File: src/rtl/seg7_disp_arbiter.sv
// seg7_disp_arbiter
// Shares one 6-digit seven-segment display between two requesters.
// Requester 0 has fixed priority out of IDLE. Each owner keeps the display for
// at least HOLD_CYC cycles. After that, a waiting requester takes over
// (round-robin), so neither side can starve the other. Every output is a
// register, so each decision becomes visible one cycle after the inputs are
// sampled.
module seg7_disp_arbiter #(
  parameter int unsigned HOLD_CYC = 50_000_000,
  parameter int unsigned CNT_W    = 26
) (
  input  logic        clk,
  input  logic        rst,
  input  logic        req0,
  input  logic [23:0] data0,
  input  logic        req1,
  input  logic [23:0] data1,
  output logic        gnt0,
  output logic        gnt1,
  output logic [23:0] disp_data,
  output logic        disp_valid
);

  typedef enum logic [1:0] {
    IDLE = 2'd0,
    OWN0 = 2'd1,
    OWN1 = 2'd2
  } state_t;

  // Terminal value of the hold counter; the counter parks here once reached.
  localparam logic [CNT_W-1:0] HOLD_MAX = CNT_W'(HOLD_CYC - 1);

  state_t           state;
  logic [CNT_W-1:0] hold_cnt;
  logic             hold_done;

  // Minimum hold has elapsed. With HOLD_CYC=1 this is already true on the entry cycle.
  assign hold_done = (hold_cnt == HOLD_MAX);

  // Arbitration FSM with registered grants and data path.
  // The state, the grants and disp_data are updated together on the same edge.
  always_ff @(posedge clk) begin
    if (rst) begin
      state      <= IDLE;
      gnt0       <= 1'b0;
      gnt1       <= 1'b0;
      disp_data  <= 24'h0;
      disp_valid <= 1'b0;
      hold_cnt   <= '0;
    end else begin
      case (state)
        IDLE: begin
          // Requester 0 wins a tie out of idle.
          if (req0) begin
            state      <= OWN0;
            gnt0       <= 1'b1;
            gnt1       <= 1'b0;
            disp_data  <= data0;
            disp_valid <= 1'b1;
            hold_cnt   <= '0;
          end else if (req1) begin
            state      <= OWN1;
            gnt0       <= 1'b0;
            gnt1       <= 1'b1;
            disp_data  <= data1;
            disp_valid <= 1'b1;
            hold_cnt   <= '0;
          end else begin
            // Blank the display but keep the last word, so nothing is lost
            // when it is shown again.
            gnt0       <= 1'b0;
            gnt1       <= 1'b0;
            disp_valid <= 1'b0;
          end
        end

        OWN0: begin
          if (!hold_done) begin
            // Still inside the guaranteed hold. Requester 1 must wait.
            // If req0 has dropped, the data freezes.
            hold_cnt <= hold_cnt + CNT_W'(1);
            if (req0) begin
              disp_data <= data0;
            end
          end else if (req1) begin
            // Hand the display over to the other requester.
            state      <= OWN1;
            gnt0       <= 1'b0;
            gnt1       <= 1'b1;
            disp_data  <= data1;
            disp_valid <= 1'b1;
            hold_cnt   <= '0;
          end else if (req0) begin
            // Nobody is waiting. Keep ownership with the counter saturated.
            disp_data <= data0;
          end else begin
            state      <= IDLE;
            gnt0       <= 1'b0;
            gnt1       <= 1'b0;
            disp_valid <= 1'b0;
          end
        end

        OWN1: begin
          if (!hold_done) begin
            // Requester 0 cannot pre-empt during the hold.
            hold_cnt <= hold_cnt + CNT_W'(1);
            if (req1) begin
              disp_data <= data1;
            end
          end else if (req0) begin
            state      <= OWN0;
            gnt0       <= 1'b1;
            gnt1       <= 1'b0;
            disp_data  <= data0;
            disp_valid <= 1'b1;
            hold_cnt   <= '0;
          end else if (req1) begin
            disp_data <= data1;
          end else begin
            state      <= IDLE;
            gnt0       <= 1'b0;
            gnt1       <= 1'b0;
            disp_valid <= 1'b0;
          end
        end

        default: begin
          // Unreachable encoding. Recover to a blank, idle display.
          state      <= IDLE;
          gnt0       <= 1'b0;
          gnt1       <= 1'b0;
          disp_valid <= 1'b0;
          hold_cnt   <= '0;
        end
      endcase
    end
  end

endmodule

File: config.mk
export PLATFORM = sky130hd
export DESIGN_NAME = seg7_disp_arbiter
export DESIGN_NICKNAME = d
export VERILOG_FILES = /design/src/rtl/seg7_disp_arbiter.sv
export SDC_FILE = /design/constraint.sdc
export NUM_CORES = 1
export LEC_CHECK = 0
export BUFFER_PORTS_ARGS = -buffer_cell sky130_fd_sc_hd__buf_2
export CAP_MARGIN = 15
export CORE_MARGIN = 4
export CORE_UTILIZATION = 50
export CTS_BUF_LIST = sky130_fd_sc_hd__clkbuf_8
export DETAILED_ROUTE_END_ITERATION = 8
export HOLD_SLACK_MARGIN = 0.05
export PLACE_DENSITY_LB_ADDON = 0.08
export RECOVER_POWER = 25
export SLEW_MARGIN = 20
export SYNTH_ARGS = -nofsm -noshare
export SYNTH_HDL_FRONTEND = slang
export SYNTH_SLANG_ARGS = --single-unit
File: constraint.sdc
create_clock -name clk -period 2.7 [get_ports clk]
set_clock_uncertainty 0.1 [all_clocks]
set_input_delay 0.81 -clock clk [delete_from_list [all_inputs] [get_ports clk]]
set_output_delay 0.81 -clock clk [all_outputs]
set_load 0.05 [all_outputs]
# --- Word level (Yosys, flattened, before mapping) ---
# Index checks and enable logic that the tools add are counted.
totals:
  reg_bits: 55
  inputBits: 52
  elab_cells: 59
op_classes:
  add_sub_neg: 1
  eq_ne: 9
  n_mux: 39
  n_reduce_logical: 4
op_table:
  columns: ["op", "count"]
  rows:
  - ["$mux 24", 6]
  - ["$mux 26", 5]
  - ["$pmux 26 s3", 1]
  - ["$pmux 24 s3", 1]
  - ["$add 26x1->26 const B", 1]
  - ["$eq 26x26->1 const B", 1]
  - ["$mux 2", 8]
  - ["$mux 1", 14]
  - ["$ne 3x3->1 const B", 4]
  - ["$pmux 1 s3", 3]
  - ["$pmux 2 s3", 1]
  - ["$reduce_and 5->1", 1]
  - ["$ne 2x2->1 const B", 2]
  - ["$reduce_and 4->1", 1]
  - ["$reduce_bool 3->1", 1]
  - ["$eq 2x1->1 const B", 1]
  - ["$eq 2x2->1 const B", 1]
  - ["$logic_not 2->1", 1]

# --- Logic depth before layout (Yosys ltp) ---
logic_depth:
  word_depth: 4
  mapped_depth: 10
  mapped_depth_nobuf: 8

# --- Least setup slack after synthesis ---
# OpenSTA, ideal clock, no wires.
synth_timing:
  path_type: "flip-flop to flip-flop"
  from: "reg hold_cnt[9]"
  to: "reg hold_cnt[22]"
  setup_ns: 0.132
  t_arrival_ns: 2.233
  setup_slack_ns: 0.234
  path_stages_with_launch: 8
  n_path_buf: 1
  synth_period_minus_slack_ns: 2.466
  cell_sequence: "dfxtp_1 or4b_4 or4_4 o22ai_2 nor2_2 buf_2 a22oi_1 a21oi_1"
synth_between:
  elab_chain_len: 3
synth_lines:
  columns: ["element", "line", "source"]
  rows:
  - ["start: declaration", "34", "logic [CNT_W-1:0] hold_cnt;"]
  - ["start signal: assignment", "81", "hold_cnt <= hold_cnt + CNT_W'(1);"]
  - ["start signal: assignment", "107", "hold_cnt <= hold_cnt + CNT_W'(1);"]
  - ["$add 26x1->26 or $eq 26x26->1 (tied branches)", "81, 107, 38", null]
  - ["$mux 26 (on tied branches)", "105, 78", null]
  - ["$pmux 26 s3", "51", "case (state)"]
# Parallel ways exist; a longest one is shown, timed or not.
# A chain may end at the register's enable or synchronous reset.

# --- Final worst setup path ---
layout_timing:
  from: "reg hold_cnt[9]"
  to: "reg disp_data[4]"
layout_between:
  elab_chain_len: 3
layout_lines:
  columns: ["element", "line", "source"]
  rows:
  - ["$eq 26x26->1 (*)", "38", "assign hold_done = (hold_cnt == HOLD_MAX);"]
  - ["$mux 24 (on tied branches)", "105, 78", null]
  - ["$pmux 24 s3 (*)", "51", null]
  - ["end signal: assignment", "58", "disp_data <= data0;"]
  - ["end signal: assignment", "109", "disp_data <= data1;"]
  - ["end signal: assignment", "115", "disp_data <= data0;"]
  - ["end: declaration", "20", "output logic [23:0] disp_data,"]
# Every way passes the cells marked *; elsewhere a longest branch is shown, timed or not.

==> flow_results.org <==
** Worst setup path
- Endpoint of the worst setup timing path :: disp_data[4]$_SDFFE_PP0P_
- Measured in cells, the most critical reg-to-reg path has a length of 6.
- In this run the worst setup path begins at hold_cnt[9]$_SDFFE_PP0P_.
- Count of buffer and inverter cells on the critical path :: 1
- CP max stage cell :: or4_4
- Data required time of the worst path :: roughly 2800 ps
- WP depth :: 6
- In this design, the largest share of critical-path delay is due to simple AND/OR/NAND/NOR gates.
- STA classifies the critical path startpoint as a flop.
- The critical path is of the flop to flop type.
- Reg2Reg Capture Point :: disp_data[4]$_SDFFE_PP0P_
- For the worst setup path, the data arrival time is roughly 2700 ps.
- FF-to-FF Start :: hold_cnt[9]$_SDFFE_PP0P_
- Setup slack of the worst register-to-register path :: roughly 140 ps
- Largest fanout on the critical path :: 24
- For this run, the slowest stage of the critical path takes ~570 ps.
- The cell that appears most often on the critical path is a221oi_1.
- The critical path goes through or4b_4, or4_4, o31ai_4, buf_12, a221oi_1, a221oi_1.
- Nature of the critical path endpoint :: flop

** Status
- Result of the run :: complete, no violations

** Route
- Average detailed-routed wire length per instance :: approximately 18 um
- Number of iterations in the first detailed-routing pass :: 5
- DRC violations left :: 0
- Count of vias placed by the detailed router :: roughly 4.5k
- Wires add up to between 10 and 15 mm.
- ANT nets after route :: 0
- Avg Vias per Cell :: 6.29
- The first routing iteration left between 200 and 250 violations.

** STA
- Max Freq :: around 400 MHz
- Unrepaired setup endpoints after global routing :: false
- Max Slew Vio Count :: 0
- Slew at the pin closest to its max-slew limit :: 843 ps
- Shortest period the worst path allows :: 2560 ps
- The count of endpoints failing hold in the final timing report came to 0.
- Period Utilization, post-route :: 94.8%
- In this run the tightest slew margin relative to its limit is 43.8%.
- Final hold analysis gives a worst-case slack of approximately 360 ps.
- Setup violations remaining at the end of the flow were counted as 0.
- Summed over all failing endpoints, the final setup total negative slack is 0 ps.

** Global route
- The total overflow left after global routing is 0.
- Entering global routing, the biggest net connects 52 pins.
- The number of global-route vias before repair is around 4.3k.
- Initial antenna violation count :: 0
- In the global route stage, overall resource usage came out at 24.0%.
- The first global-routing pass estimated approximately 20 mm of wire.

** Clock tree
- The clock passes through at most 2 buffers.
- Clock insertion delay at the later pin of the skew report :: between 300 and 400 ps
- TritonCTS built the clock tree.
- Counting the buffers created by CTS gives 5.
- After clock tree synthesis, the clock-pin slew on the worst setup and hold paths is 120 ps.
- CTS H-tree lvls :: 2
- The clock net in this run drives a total of 55 sinks.
- Post-CTS timing repair inserted 0 buffers for setup.
- Cell chosen for the clock root :: clkbuf_8

** Floorplanning
- Measured along the x axis, the die boundary spans 101 um.
- Starting density of the core :: a little over half
- Cell Rows :: 33
- slightly below 80 I/O pins were placed.
- In this run the vertical extent of the chip is ~100 um.
- Area of the die :: 10,200 um2
- The region available for standard cell placement spans a little over 8000 um2.

** Finish
- In the final layout, the share of cells above drive strength 1 is 22.3%.
- Highest-count cells in the layout ignoring fill and taps :: buf_2 (58), dfxtp_1 (55), nor2_1 (53)
- Nets@finish :: roughly 660
- Most frequent standard cell in the layout excluding fill and tap cells :: buf_2
- From synthesis to final layout, the design area changed by 11.2%.
- Antenna diode count :: 0

** Synthesis
- Synthesis inferred 55 register bits.
- In this run the mean area of a mapped cell was roughly 8.1 um2.
- After synthesis, flip-flops and latches occupy 25.4% of the total area.
- Of all flip-flops after synthesis, the portion carrying an async set or reset was 0%.
- In the synthesized netlist the dominant register cell turns out to be dfxtp_1.
- Yosys mapped a number of flops with a built-in enable equal to 0.
- Yosys printed 0 warnings.
- Syn_nets :: approximately 590
- The synthesized netlist occupies a cell area of 4330 um2.
- Cell count after synthesis :: 535
- The number of different library cells used by synthesis comes to 60.

** Pwr
- Net switching is 46.6% of the power.
- For this design the ratio of total power to cell area is slightly below 700 nW/um2.
- For this design the static power due to leakage is 1.73 nW.
- Peak VDD IR :: between 0.3 and 0.4 mV
- Reported net switching power :: approximately 1.5 mW
- Per report_power, the combinational group accounts for between 50% and 60% of the total.
- Seq pwr share :: a little under a third
- The internal portion of the total power is around 1.8 mW.
- Share of power burned in the clock network :: ~17%

** Place
- Routability-driven placement finished with a final weighted congestion of approximately 0.87.
- Input and output buffers added on the ports amount to 78.
- Once detailed placement completed, the half-perimeter wirelength came to ~8.6 mm.

** Flow run
- The tool flagged a number of max-cap violations equal to 0.

** Worst hold path
- In this run the worst hold path is classified as flop to flop.
[worst min-delay path by stage]
stage,depth (start not counted),slack [ps],from,end
detailed placement,2,350,disp_valid$_SDFFE_PP0P_,disp_valid$_SDFFE_PP0P_
finish,2,360,disp_valid$_SDFFE_PP0P_,disp_valid$_SDFFE_PP0P_
floorplan,1,350,hold_cnt[17]$_SDFFE_PP0P_,hold_cnt[17]$_SDFFE_PP0P_
CTS,2,370,disp_valid$_SDFFE_PP0P_,disp_valid$_SDFFE_PP0P_
global route,2,400,disp_valid$_SDFFE_PP0P_,disp_valid$_SDFFE_PP0P_
global placement,2,340,disp_valid$_SDFFE_PP0P_,disp_valid$_SDFFE_PP0P_
[kinds of logic after synthesis]
group | after synthesis | synth area share (%)
AOI/OAI and AO/OA | 206 | 37.0
adders and majority gates | 5 | 1.45
DFF | 55 | 25.4
muxes | 24 | 5.55
and+or+nand+nor | 166 | 18.8
buffers and inverters | 77 | 11.4
xor gates and xnor gates | 2 | 0.405
[registers in the layout (all words and copies together), names as in the netlist]
register,count
disp_data,24
disp_valid,1
gnt0,1
gnt1,1
hold_cnt,26
state,2
[per-stage QoR]
step / power, mW / cell area [um2] / setup WS [ps] / std cells / utilization (%)
2_1_floorplan: 2.33 / 4330 / 234 / 535 / -
3_3_place_gp: 2.72 / 4720 / 224 / 702 / 56.9
3_5_place_dp: 2.75 / 4720 / 163 / 702 / 56.9
4_1_cts: 3.33 / 4830 / 139 / 710 / 58.2
5_1_grt: 3.50 / 4810 / 14.0 / 710 / 58.0
6_report: 3.30 / 4810 / 140 / 710 / 58.0
[synth_stat cells, types with 3 or more instances]
library cell	number	share of area, %
clkbuf_1	15	1.3
buf_6	5	1.3
nor2_1	53	4.6
inv_1	32	2.8
and3_1	5	0.72
clkbuf_8	13	4.1
a41oi_1	4	0.81
nor3_1	8	0.93
nand4_1	9	1.3
dlygate4sd3_1	4	0.93
o211ai_1	47	8.2
a211oi_1	11	1.9
mux2i_1	24	5.6
a31o_2	3	0.61
nand2_1	47	4.1
buf_2	6	0.69
dfxtp_1	55	25
a221oi_1	28	5.7
a221oi_2	20	6.9
a21oi_1	26	3.0
nor4_1	5	0.72
a31oi_1	7	1.0
nand3_1	15	1.7
o21ai_0	41	4.7
ha_1	5	1.4
[power groups by stage]
| stage | Clock [mW] | Combinational, mW | Sequential (mW) |
|---|---|---|---|
| finish | 0.574 | 1.71 | 1.02 |
| detailed placement | 0 | 1.72 | 1.03 |
| global placement | 0 | 1.70 | 1.02 |
| global route | 0.623 | 1.85 | 1.03 |
| CTS | 0.596 | 1.73 | 1.01 |
| floorplan | 0 | 0.964 | 1.37 |
[routing by layer]
| metal | routed length, um | GRT usage, % | up-vias |
|---|---|---|---|
| li1 | - | - | 2207 |
| met1 | 5530 | 31.7 | 2065 |
| met2 | 5740 | 39.9 | 170 |
| met3 | 868 | 2.84 | 27 |
| met4 | 299 | 9.51 | 0 |
| met5 | 0 | 0 | - |
[cell type report]
| type | count | area (um2) |
|---|---|---|
| clock buffer | 5 | 68.8 |
| clock inverter | 3 | 43.8 |
| fill | 807 | 3480 |
| inverter | 32 | 120 |
| multi-input combinational | 403 | 2740 |
| sequential | 55 | 1100 |
| tap | 105 | 131 |
| timing repair buffer | 107 | 608 |
[worst min-delay path: cells and delay by family, from the launching register on]
family / cells / cell delay [ps]
flip-flops: 1 / 320
AND/OR/NAND/NOR: 1 / 50
AO/OA/AOI/OAI: 1 / 50
[timing repair]
action / in CTS / in global routing
endpoints found under the setup margin: 0 / 2
hold buffers: 0 / 0
resized for setup: 0 / 1
Note: power is estimated with default switching activity, not from simulation.
